--- src/rtl/vrased_log_pkg.sv ---
// Shared definitions for the VRASED violation log (logger writer, reader drain engine).
package vrased_log_pkg;

  localparam int unsigned LOG_DATA_W = 38;
  localparam int unsigned LOG_ADDR_W = 16;
  localparam int unsigned LOG_DEPTH  = 256;

  // Record layout, shared with the logger: {code[5:0], addr[15:0], pc[15:0]}
  localparam int unsigned LOG_PC_LSB    = 0;
  localparam int unsigned LOG_PC_W      = 16;
  localparam int unsigned LOG_ADDR_LSB  = 16;
  localparam int unsigned LOG_ADDR_FW   = 16;
  localparam int unsigned LOG_CODE_LSB  = 32;
  localparam int unsigned LOG_CODE_W    = 6;

  typedef enum logic [2:0] {
    IDLE,
    RD,
    WAIT,
    HOLD,
    DONE
  } log_state_t;

  function automatic logic [15:0] clamp_count(input logic [15:0] cnt, input logic [15:0] depth);
    return (cnt > depth) ? depth : cnt;
  endfunction

endpackage

--- src/rtl/vrased_log_out_reg.sv ---
// Output holding register for the drain stream: loads one record, holds it until accepted.
module vrased_log_out_reg #(
  parameter int unsigned DATA_W = 38
) (
  input  logic              clk,
  input  logic              reset_n,
  input  logic              load,
  input  logic [DATA_W-1:0] load_data,
  input  logic              load_last,
  input  logic              out_ready,
  output logic              out_valid,
  output logic [DATA_W-1:0] out_data,
  output logic              out_last,
  output logic              fire
);

  assign fire = out_valid & out_ready;

  always_ff @(posedge clk) begin
    if (!reset_n) begin
      out_valid <= 1'b0;
      out_data  <= '0;
      out_last  <= 1'b0;
    end else if (load) begin
      out_valid <= 1'b1;
      out_data  <= load_data;
      out_last  <= load_last;
    end else if (fire) begin
      out_valid <= 1'b0;
    end
  end

endmodule

--- src/rtl/vrased_log_reader.sv ---
// Drains the VRASED violation log RAM onto a valid/ready stream.
// Optional RAM auto-clear after a drain: define VRASED_LOG_AUTO_CLEAR_EN.
module vrased_log_reader
  import vrased_log_pkg::*;
#(
  parameter int unsigned DATA_W = LOG_DATA_W,
  parameter int unsigned ADDR_W = LOG_ADDR_W,
  parameter int unsigned DEPTH  = LOG_DEPTH
) (
  input  logic              clk,
  input  logic              reset_n,
  input  logic              start,
  input  logic [15:0]       wr_count,
  output logic              re,
  output logic [ADDR_W-1:0] rd_addr,
  input  logic [DATA_W-1:0] rd_data,
  output logic              out_valid,
  input  logic              out_ready,
  output logic [DATA_W-1:0] out_data,
  output logic              out_last,
  output logic              busy,
  output logic              overflow,
  output logic              clr_ram
);

`ifdef VRASED_LOG_AUTO_CLEAR_EN
  localparam bit AUTO_CLEAR = 1'b1;
`else
  localparam bit AUTO_CLEAR = 1'b0;
`endif

  localparam logic [15:0] DEPTH_C = 16'(DEPTH);

  log_state_t  state;
  logic [15:0] idx;
  logic [15:0] total;
  logic [15:0] snap;
  logic        load;
  logic        last_next;
  logic        fire;

  assign snap      = clamp_count(wr_count, DEPTH_C);
  assign load      = (state == WAIT);
  assign last_next = (idx == total - 16'd1);

  vrased_log_out_reg #(.DATA_W(DATA_W)) u_out_reg (
    .clk       (clk),
    .reset_n   (reset_n),
    .load      (load),
    .load_data (rd_data),
    .load_last (last_next),
    .out_ready (out_ready),
    .out_valid (out_valid),
    .out_data  (out_data),
    .out_last  (out_last),
    .fire      (fire)
  );

  // re/busy/clr_ram are set on the transition into a state so they are registered
  always_ff @(posedge clk) begin
    if (!reset_n) begin
      state    <= IDLE;
      idx      <= '0;
      total    <= '0;
      re       <= 1'b0;
      rd_addr  <= '0;
      busy     <= 1'b0;
      overflow <= 1'b0;
      clr_ram  <= 1'b0;
    end else begin
      case (state)
        IDLE: begin
          clr_ram <= 1'b0;
          if (start) begin
            total    <= snap;
            overflow <= (wr_count > DEPTH_C);
            if (snap == '0) begin
              clr_ram <= AUTO_CLEAR;
              state   <= DONE;
            end else begin
              idx     <= '0;
              re      <= 1'b1;
              rd_addr <= '0;
              busy    <= 1'b1;
              state   <= RD;
            end
          end
        end
        RD: begin
          re    <= 1'b0;
          state <= WAIT;
        end
        WAIT: begin
          state <= HOLD;
        end
        HOLD: begin
          if (fire) begin
            if (out_last) begin
              busy    <= 1'b0;
              clr_ram <= AUTO_CLEAR;
              state   <= DONE;
            end else begin
              idx     <= idx + 16'd1;
              re      <= 1'b1;
              rd_addr <= ADDR_W'(idx + 16'd1);
              state   <= RD;
            end
          end
        end
        DONE: begin
          clr_ram <= 1'b0;
          state   <= IDLE;
        end
        default: state <= IDLE;
      endcase
    end
  end

endmodule

--- config.mk ---
export PLATFORM = sky130hd
export DESIGN_NAME = vrased_log_reader
export DESIGN_NICKNAME = d
export VERILOG_FILES = /design/src/rtl/vrased_log_pkg.sv /design/src/rtl/vrased_log_out_reg.sv /design/src/rtl/vrased_log_reader.sv
export SDC_FILE = /design/constraint.sdc
export NUM_CORES = 1
export LEC_CHECK = 0
export BUFFER_PORTS_ARGS = -buffer_cell sky130_fd_sc_hd__buf_2
export CAP_MARGIN = 40
export CELL_PAD_IN_SITES_DETAIL_PLACEMENT = 1
export CELL_PAD_IN_SITES_GLOBAL_PLACEMENT = 2
export CORE_MARGIN = 8
export CORE_UTILIZATION = 25
export DETAILED_ROUTE_END_ITERATION = 12
export PLACE_DENSITY = 0.87
export SYNTH_ARGS = -nofsm -noshare
export SYNTH_HDL_FRONTEND = slang
export SYNTH_SLANG_ARGS = --single-unit
--- constraint.sdc ---
create_clock -name clk -period 2.55 [get_ports clk]
set_clock_uncertainty 0.15 [all_clocks]
set_input_delay 0.765 -clock clk [delete_from_list [all_inputs] [get_ports clk]]
set_output_delay 0.765 -clock clk [all_outputs]
set_load 0.005 [all_outputs]
==> results_dict.tcl, run 1 <==
set metrics [dict create \
    status "finished clean" \
    dp_hpwl_um 9350 \
    synth_top_area_frac 0.434 \
    relSlewSlack 0.521 \
    antenna_found_initial 0 \
    die_h_um 136 \
    design_area_sq_um 4820 \
    yosysMostFrequentCell "nand2_1" \
    synth_area_sq_um 3590 \
    fmax_ghz 0.422 \
    io_buffers 116 \
    via_count 3863 \
    start_util 0.251 \
    clk_latency_ps 340 \
    numCtsBuffers 9 \
    cts_sinks 78 \
    cts-htree-levels 3 \
    total_leakage_power_nw 2.11 \
    grtUsageMet1 0.159 \
    path_cells "buf_4 > or4b_4 > buf_6 > a22oi_2 > o31ai_4 > buf_4 > o21ai_0 > a21oi_1" \
    grt_overflow 0 \
    comb_power_share 0.147 \
    ant_nets 0 \
    hold_viol_final 0 \
    p_total_mw 3.18 \
    cts_hold_buf 0 \
    grt_usage 0.145 \
    tritoncts "built" \
    synth_fp_nets 524 \
    viasPerCell 4.98 \
    fin_ws_ps 181 \
    net-switching-power_mw 0.854 \
    grt_pass1_vias 4225 \
    yosysUniqueCellTypes 46 \
    post-cts-setup-buffer-count 0 \
    final_nets 647 \
    syn_to_final_growth_pct 34.0 \
    hp-class "reg -> reg" \
    firstDrtPassIters 4 \
    maxCapViolCount 0 \
    cellPowerDensity_nw_per_um2 661 \
    dieArea_sq_um 18500 \
    synth_edf_count 0 \
    die_w_um 136 \
    globalRoute.busiestLayer "met2" \
    worst_ep_required_time_ps 2590 \
    power_frac_seq 0.416 \
    cp-end-kind "flop" \
    synthCells 464 \
    drv_slew 0 \
    critPathArrivalTime_ps 2410 \
    detail_route.iter0.violations 188 \
    p_sw_frac 0.268 \
    grt_max_degree 65 \
    root_buffer "clkbuf_16" \
    rsz0062_at_grt "false" \
    num_rows 44 \
    ys_seq_area_frac 0.434 \
    place_congestion 0.792 \
    grt.met3_usage 0.0602 \
    coreArea_sq_um 14300 \
    wirelength_um 12900 \
    wl_per_cell_um 16.7 \
    met2_usage 0.235 \
    worst_path_largest_cell_delay_ps 560 \
    fill_cells 1792 \
    grt_pass1_wl_um 21600 \
    dp_slack_ps -295 \
    fin_crit_sh 0.929 \
    async_flop_share 0 \
    synth_area_leader_cell "dfxtp_1" \
    dpl_cell_area_sq_um 4480 \
    io_pins 118 \
    worstMarginPinSlew_ps 718 \
    criticalPathCategory "reg -> reg" \
    final_layout_size_suffix_gt1_frac 0.284 \
    ctsResizeCount 2 \
    avgSynthCellArea_sq_um 7.75 \
    finalSetupTns_ps 0 \
    insertedDiodeCount 0 \
    synth_flop_cell "dfxtp_1" \
    cp_max_fo 18 \
    internal_power_mw 2.33 \
    synth_seq_cells 78 \
    start_kind "flop" \
    ys_top_cells_by_area "dfxtp_1, nand2_1, a21oi_1, nor2_1, o21ai_0" \
    fin_hold_ws_ps 301 \
    period_minus_slack_ps 2370 \
    slowest_stage "or4b_4" \
    clkPwrFrac 0.438 \
    clk_pin_slew_ps 60 \
    ir_worst_vdd_v 0.000274 \
    yosys_warnings 0 \
    drcViolationCount 0 \
    cp_common_cell "buf_4" \
    cts.path.max_buffers 2 \
    setup_viol 0 \
    synthTopCellsByCount "nand2_1, dfxtp_1, a21oi_1" \
]
-- through the flow --
step	std cells	util
2_1_floorplan	464	-
5_1_grt	776	0.336
3_3_place_gp	759	0.312
6_report	776	0.336
3_5_place_dp	760	0.313
4_1_cts	776	0.336
-- area by class of cell --
cell class	count	area, sq um	area share
repair buffers	143	787	0.163
clock buffers	10	229	0.0475
clock inverters	6	86.3	0.0179
flip-flops and latches	78	1560	0.324
multi-input cells	349	1900	0.394
inverters	6	22.5	0.00468
well taps	184	230	0.0478
-- flip-flops by register name (all words and copies together), names as in the netlist --
| name | count |
|---|---|
| total | 16 |
| u_out_reg.out_last | 1 |
| state | 3 |
| busy | 1 |
| u_out_reg.out_data | 38 |
| overflow | 1 |
| idx | 16 |
| u_out_reg.out_valid | 1 |
| re | 1 |
-- layout by cell type (no fill, tap or decap), types with 2 or more instances in the layout --
master,n
buf_2,116
nand2_1,91
dfxtp_1,78
a21oi_1,64
nor2_1,40
buf_4,26
o21ai_0,21
nand3_1,14
nor3_1,12
xor2_1,12
and3_1,10
a22oi_1,10
or3_1,9
clkbuf_16,9
xnor2_1,8
nand4_1,7
nor4_1,6
a31oi_1,6
inv_1,5
nand3b_1,5
o22ai_1,4
o31ai_1,2
a21boi_0,2
ha_1,2
clkinv_2,2
bufinv_16,2
-- metal layers --
metal | routed length, um | vias up
met5 | 0 | -
met4 | 335 | 0
met3 | 1230 | 24
met2 | 5990 | 135
met1 | 5390 | 1840
li1 | - | 1864
-- worst max-delay path, delay by kind of cell (launching register included) --
family                 cells  cell delay (ps)
AOI/OAI and AO/OA          4              610
buffers and inverters      3              570
DFF                        1              340
and+or+nand+nor            1              560
-- path summary, 6_finish.rpt --
| check | from | to | slack [ps] | cells past startpoint |
|---|---|---|---|---|
| max | state[0] | idx[4] | 180 | 8 |
| min | u_out_reg.out_data[9] | u_out_reg.out_data[9] | 300 | 2 |
| max reg2reg | state[0] | idx[4] | 180 | 8 |
| min reg2reg | u_out_reg.out_data[9] | u_out_reg.out_data[9] | 300 | 2 |
-- power by group through the flow --
stage	Sequential (mW)	Clock [mW]	Combinational [mW]
after global routing	1.33	1.48	0.528
after CTS	1.32	1.43	0.470
after global placement	1.35	0	0.442
after detailed placement	1.35	0	0.461
final	1.32	1.39	0.466
after floorplan	1.35	0	0.247
-- logic make-up after synthesis --
family,synth area share
AO/OA/AOI/OAI,0.182
XOR/XNOR,0.0487
adder cells (fa/ha/maj),0.00696
buffers and inverters,0.0435
flip-flops,0.434
multiplexers,0.00592
other,0.00104
AND/OR/NAND/NOR,0.278
(Power assumes the default switching activity.)
==> inputs of run 2 (changes only) <==
- RECOVER_POWER: unset -> 100
==> results_dict.tcl, run 2 (same netlist as run 1, synthesis figures left out) <==
set metrics [dict create \
    antenna_found_initial 0 \
    relSlewSlack 0.447 \
    dpl_cell_area_sq_um 4480 \
    place_congestion 0.792 \
    final_nets 647 \
    largestRegisters "u_out_reg.out_data (38), idx (16), total (16)" \
    wirelength_um 13000 \
    grt_overflow 0 \
    seq_area_sq_um 1560 \
    io_pins 118 \
    hold_viol_final 0 \
    drcViolationCount 0 \
    via_count 3860 \
    top_layer "met4" \
    p_total_mw 3.16 \
    layout_common_cells "nand2_1, dfxtp_1, buf_2" \
    fmax_ghz 0.412 \
    critPathArrivalTime_ps 2540 \
    fin_crit_sh 0.951 \
    final_layout_size_suffix_gt1_frac 0.191 \
    timing.reg2reg.setup_slack_ps 120 \
    fill_cells 1812 \
    top_register "u_out_reg.out_data" \
    clk_latency_ps 340 \
    clk_pin_slew_ps 60 \
    setup_viol 0 \
    met3_length_um 1200 \
    cts_sinks 78 \
    wl_met1_um 5420 \
    syn_to_final_growth_pct 31.1 \
    die_h_um 136 \
    num_rows 44 \
    r2r_start "state[0]" \
    root_buffer "clkbuf_16" \
    dieArea_sq_um 18500 \
    multi_input_area_sq_um 1880 \
    final_util 0.329 \
    worst_ep_required_time_ps 2670 \
    total_leakage_power_nw 1.89 \
    ant_nets 0 \
    start_kind "flop" \
    detail_route.iter0.violations 177 \
    viasPerCell 4.97 \
    worstMarginPinSlew_ps 830 \
    grt_pass1_vias 4225 \
    maxCapViolCount 0 \
    post-cts-setup-buffer-count 0 \
    met2WireLength_um 6000 \
    r2r_end "idx[5]" \
    largest_reg_flops 38 \
    period_minus_slack_ps 2430 \
    grt_pass1_wl_um 21600 \
    cts.path.max_buffers 2 \
    tritoncts "built" \
    start_util 0.251 \
    crit_path_start "state[0]" \
    rsz0062_at_grt "false" \
    insertedDiodeCount 0 \
    rr_worst_depth 5 \
    coreArea_sq_um 14300 \
    status "finished clean" \
    firstDrtPassIters 4 \
    endpoint "idx[5]" \
    cts-htree-levels 3 \
    cellPowerDensity_nw_per_um2 670 \
    cp_max_fo 10 \
    design_area_sq_um 4710 \
    io_buffers 116 \
    grt_max_degree 65 \
    finalSetupTns_ps 0 \
    final_common_cell "nand2_1" \
    wl_per_cell_um 16.8 \
    ir_worst_vdd_v 0.000269 \
    dp_hpwl_um 9350 \
    cp-end-kind "flop" \
    die_w_um 136 \
    criticalPathCategory "reg -> reg" \
    grt_usage 0.145 \
    hp-class "reg -> reg" \
    numCtsBuffers 9 \
    drv_slew 0 \
]
[run 2: cell types whose count changed in the layout (fill, tap and decap cells not counted), sizes merged]
| cell | previous run | this run |
|---|---|---|
| buf | 143 | 89 |
| clkbuf | 10 | 64 |
[run 2: routing by layer]
layer,track usage,vias up
li1,-,1859
met1,0.159,1847
met2,0.235,131
met3,0.0602,23
met4,0.0787,0
met5,0,-
[run 2: worst min-delay path by stage]
stage                            from                     end  slack (ps)  cells after the start
3_5_place_dp   u_out_reg.out_data[35]  u_out_reg.out_data[35]         300                      2
3_3_place_gp   u_out_reg.out_data[15]  u_out_reg.out_data[15]         290                      2
5_1_grt         u_out_reg.out_data[5]   u_out_reg.out_data[5]         340                      2
4_1_cts        u_out_reg.out_data[35]  u_out_reg.out_data[35]         300                      2
2_1_floorplan   u_out_reg.out_data[0]   u_out_reg.out_data[0]         300                      2
6_report        u_out_reg.out_data[9]   u_out_reg.out_data[9]         300                      2
[run 2: cell type report]
cell class	instances	share of cell area
Multi-Input combinational cell	349	0.398
Clock inverter	6	0.0183
Timing Repair Buffer	143	0.150
Inverter	6	0.00478
Tap cell	184	0.0489
Sequential cell	78	0.331
Clock buffer	10	0.0486
[run 2: report_power, final]
group,leakage [nW],internal (mW),switching [mW]
sequential,0.633,1.28,0.0416
clock,0.152,0.856,0.533
combinational,1.10,0.172,0.273
[run 2: critical path, cell delays in order, from the launching register on]
cell and delay (ps):
dfxtp_1 350, buf_4 180, or4b_4 550, a211o_1 460
or4b_1 520, a21oi_1 150
[run 2: what timing repair did]
| item | in CTS | in global routing |
|---|---|---|
| gates resized for setup | 2 | 3 |
| gates cloned | 0 | 0 |
| hold buffers | 0 | 0 |
| endpoints found under the setup margin | 1 | 6 |
[run 2: metrics by stage]
step	cells	hold WS, ps	setup slack, ps
2_1_floorplan	464	303	50.2
3_3_place_gp	759	291	-388
3_5_place_dp	760	296	-295
4_1_cts	776	305	20.4
5_1_grt	776	336	20.6
6_report	776	304	124
==> inputs of run 3 (changes only) <==
- CORE_UTILIZATION: 25 -> 27
- PLACE_DENSITY: 0.87 -> 0.88
- SYNTH_HIERARCHICAL: unset -> 1
==> results_dict.tcl, run 3 <==
set metrics [dict create \
    fill_cells 1636 \
    fin_hold_ws_ps 351 \
    ir_worst_vdd_v 0.000267 \
    top_register "u_out_reg/out_data" \
    syn_to_final_growth_pct 31.9 \
    criticalPathCategory "reg -> reg" \
    drv_slew 0 \
    viasPerCell 4.77 \
    cts_hold_buf 0 \
    synthXorXnorAreaFrac 0.0485 \
    dieArea_sq_um 18100 \
    internal_power_mw 2.20 \
    hp-class "reg -> reg" \
    dp_hpwl_um 9000 \
    root_buffer "clkbuf_16" \
    crit_cells 10 \
    insertedDiodeCount 0 \
    drcViolationCount 0 \
    clk_latency_ps 340 \
    coreArea_sq_um 13800 \
    fmax_ghz 0.392 \
    io_buffers 116 \
    cp-end-kind "flop" \
    finalSetupTns_ps -0.569 \
    synthCells 412 \
    synth_fp_nets 472 \
    endpoint "u_out_reg/out_last" \
    avgSynthCellArea_sq_um 9.20 \
    grt_pass1_wl_um 19400 \
    worst_path_largest_cell_delay_ps 570 \
    synth_area_leader_cell "dfxtp_1" \
    detail_route.iter0.violations 145 \
    worstMarginPinSlew_ps 1360 \
    synth_top_family_by_area "simple AND/OR/NAND/NOR gates" \
    power_frac_seq 0.439 \
    synth_flop_cell "dfxtp_1" \
    clkPwrFrac 0.449 \
    place_congestion 0.850 \
    synthMuxAreaShare 0.108 \
    r2r_end "u_out_reg/out_last" \
    p_sw_frac 0.258 \
    cts_sinks 78 \
    hold_viol_final 0 \
    rsz0062_at_grt "true" \
    synthAdderAreaFrac 0.00660 \
    ys_top_cells_by_area "dfxtp_1, mux2i_1, nor2b_1, xnor2_1, nor2_1" \
    design_area_sq_um 5000 \
    seq_area_sq_um 1570 \
    final_common_cell "dfxtp_1" \
    fin_crit_sh 1.00 \
    synth_area_sq_um 3790 \
    synth_seq_cells 78 \
    io_pins 118 \
    synth_edf_count 0 \
    yosysUniqueCellTypes 52 \
    start_kind "flop" \
    layout_common_cells "dfxtp_1, buf_2, clkbuf_1" \
    die_w_um 135 \
    grt_max_degree 41 \
    grt_usage 0.133 \
    setup_viol 1 \
    p_total_mw 2.97 \
    wl_per_cell_um 16.1 \
    final_nets 613 \
    net-switching-power_mw 0.764 \
    synth_compound_area_frac 0.116 \
    grt_overflow 0 \
    final_layout_size_suffix_gt1_frac 0.249 \
    antenna_found_initial 0 \
    wirelength_um 11900 \
    cp_max_fo 4 \
    relSlewSlack 0.0961 \
    yosys_warnings 6 \
    dpl_cell_area_sq_um 4720 \
    fin_ws_ps -0.569 \
    yosysMostFrequentCell "dfxtp_1" \
    worst-path-buf-inv 2 \
    synthSimpleGateAreaFrac 0.254 \
    period_minus_slack_ps 2550 \
    via_count 3519 \
    violations "setup timing" \
    timing.reg2reg.setup_slack_ps -0.6 \
    cts-htree-levels 3 \
    synthTopCellsByCount "dfxtp_1, nor2b_1, mux2i_1" \
    cts.path.max_buffers 2 \
    synth_top_area_frac 0.412 \
    slowest_stage "or4_4" \
    r2r_start "total[6]" \
    tritoncts "built" \
    ant_nets 0 \
    critPathTopFamily "simple AND/OR/NAND/NOR gates" \
    grt_pass1_vias 3782 \
    dp_slack_ps -124 \
    status "finished with violations" \
    clk_pin_slew_ps 70 \
    total_leakage_power_nw 1.92 \
    path_cells "or4_4 > buf_6 > nor2_4 > nand3_2 > xnor2_1 > a2111o_1 > nor4_2 > buf_4 > mux2i_1 > nor2b_1" \
    largestRegisters "u_out_reg/out_data (38), idx (16), total (16)" \
    rr_worst_depth 10 \
    critPathArrivalTime_ps 2680 \
    die_h_um 135 \
    multi_input_area_sq_um 2080 \
    async_flop_share 0 \
    numCtsBuffers 9 \
    firstDrtPassIters 4 \
    worst_ep_required_time_ps 2680 \
    cellPowerDensity_nw_per_um2 593 \
    crit_path_start "total[6]" \
    num_rows 43 \
    ys_seq_area_frac 0.412 \
    largest_reg_flops 38 \
    maxCapViolCount 0 \
    comb_power_share 0.113 \
    start_util 0.274 \
]
==> run 3: power groups by stage <==
stage	sequential [mW]	clock [mW]	combinational (mW)
3_3_place_gp	1.32	0	0.339
3_5_place_dp	1.33	0	0.350
2_1_floorplan	1.32	0	0.223
4_1_cts	1.30	1.37	0.356
5_1_grt	1.31	1.42	0.372
6_report	1.30	1.33	0.335
==> run 3: worst register-to-register path, stage by stage (launching register included) <==
cell	delay, ps
dfxtp_2	320
or4_4	570
buf_6	150
nor2_4	90
nand3_2	80
xnor2_1	150
a2111o_1	390
nor4_2	260
buf_4	160
mux2i_1	60
nor2b_1	110
==> run 3: layout make-up <==
cell class	count	share of cell area
timing repair buffer	157	0.163
clock buffer	9	0.0450
tap	180	0.0450
multi-input combinational	304	0.416
clock inverter	7	0.0163
inverter	3	0.00225
sequential	78	0.313
==> run 3: cells by family (layout without fill, tap and decap cells) <==
| kind of cell | count (synthesis) | after routing |
|---|---|---|
| mux | 41 | 41 |
| buf+inv | 30 | 176 |
| flops | 78 | 78 |
| xor+xnor | 21 | 21 |
| other cells | 1 | 1 |
| simple gates | 170 | 170 |
| compound gates | 69 | 69 |
| fa+ha+maj | 2 | 2 |
==> run 3: worst min-delay path by stage <==
stage                          from   endpoint  slack [ps]  cells after the start
after global placement    total[15]  total[15]         330                      1
after detailed placement       busy       busy         340                      2
after CTS                 total[15]  total[15]         350                      1
after floorplan           total[15]  total[15]         320                      1
after global routing      total[15]  total[15]         360                      1
final                     total[15]  total[15]         350                      1
==> run 3: what timing repair did <==
item,in CTS,in global routing
setup endpoints to repair,1,1
setup buffers,3,2
gates resized for setup,9,4
pin swaps,7,4
==> run 3: metrics by stage <==
| step | utilization | cells |
|---|---|---|
| finish | 0.362 | 738 |
| global route | 0.362 | 738 |
| CTS | 0.367 | 737 |
| detailed placement | 0.341 | 718 |
| global placement | 0.341 | 718 |
| floorplan | - | 412 |
==> run 3: layer usage <==
metal	up-vias	global-route usage	share of wire
met4	0	0.0518	0.016
met5	-	0	0
met3	15	0.0394	0.054
li1	1736	-	-
met2	82	0.221	0.48
met1	1686	0.158	0.45
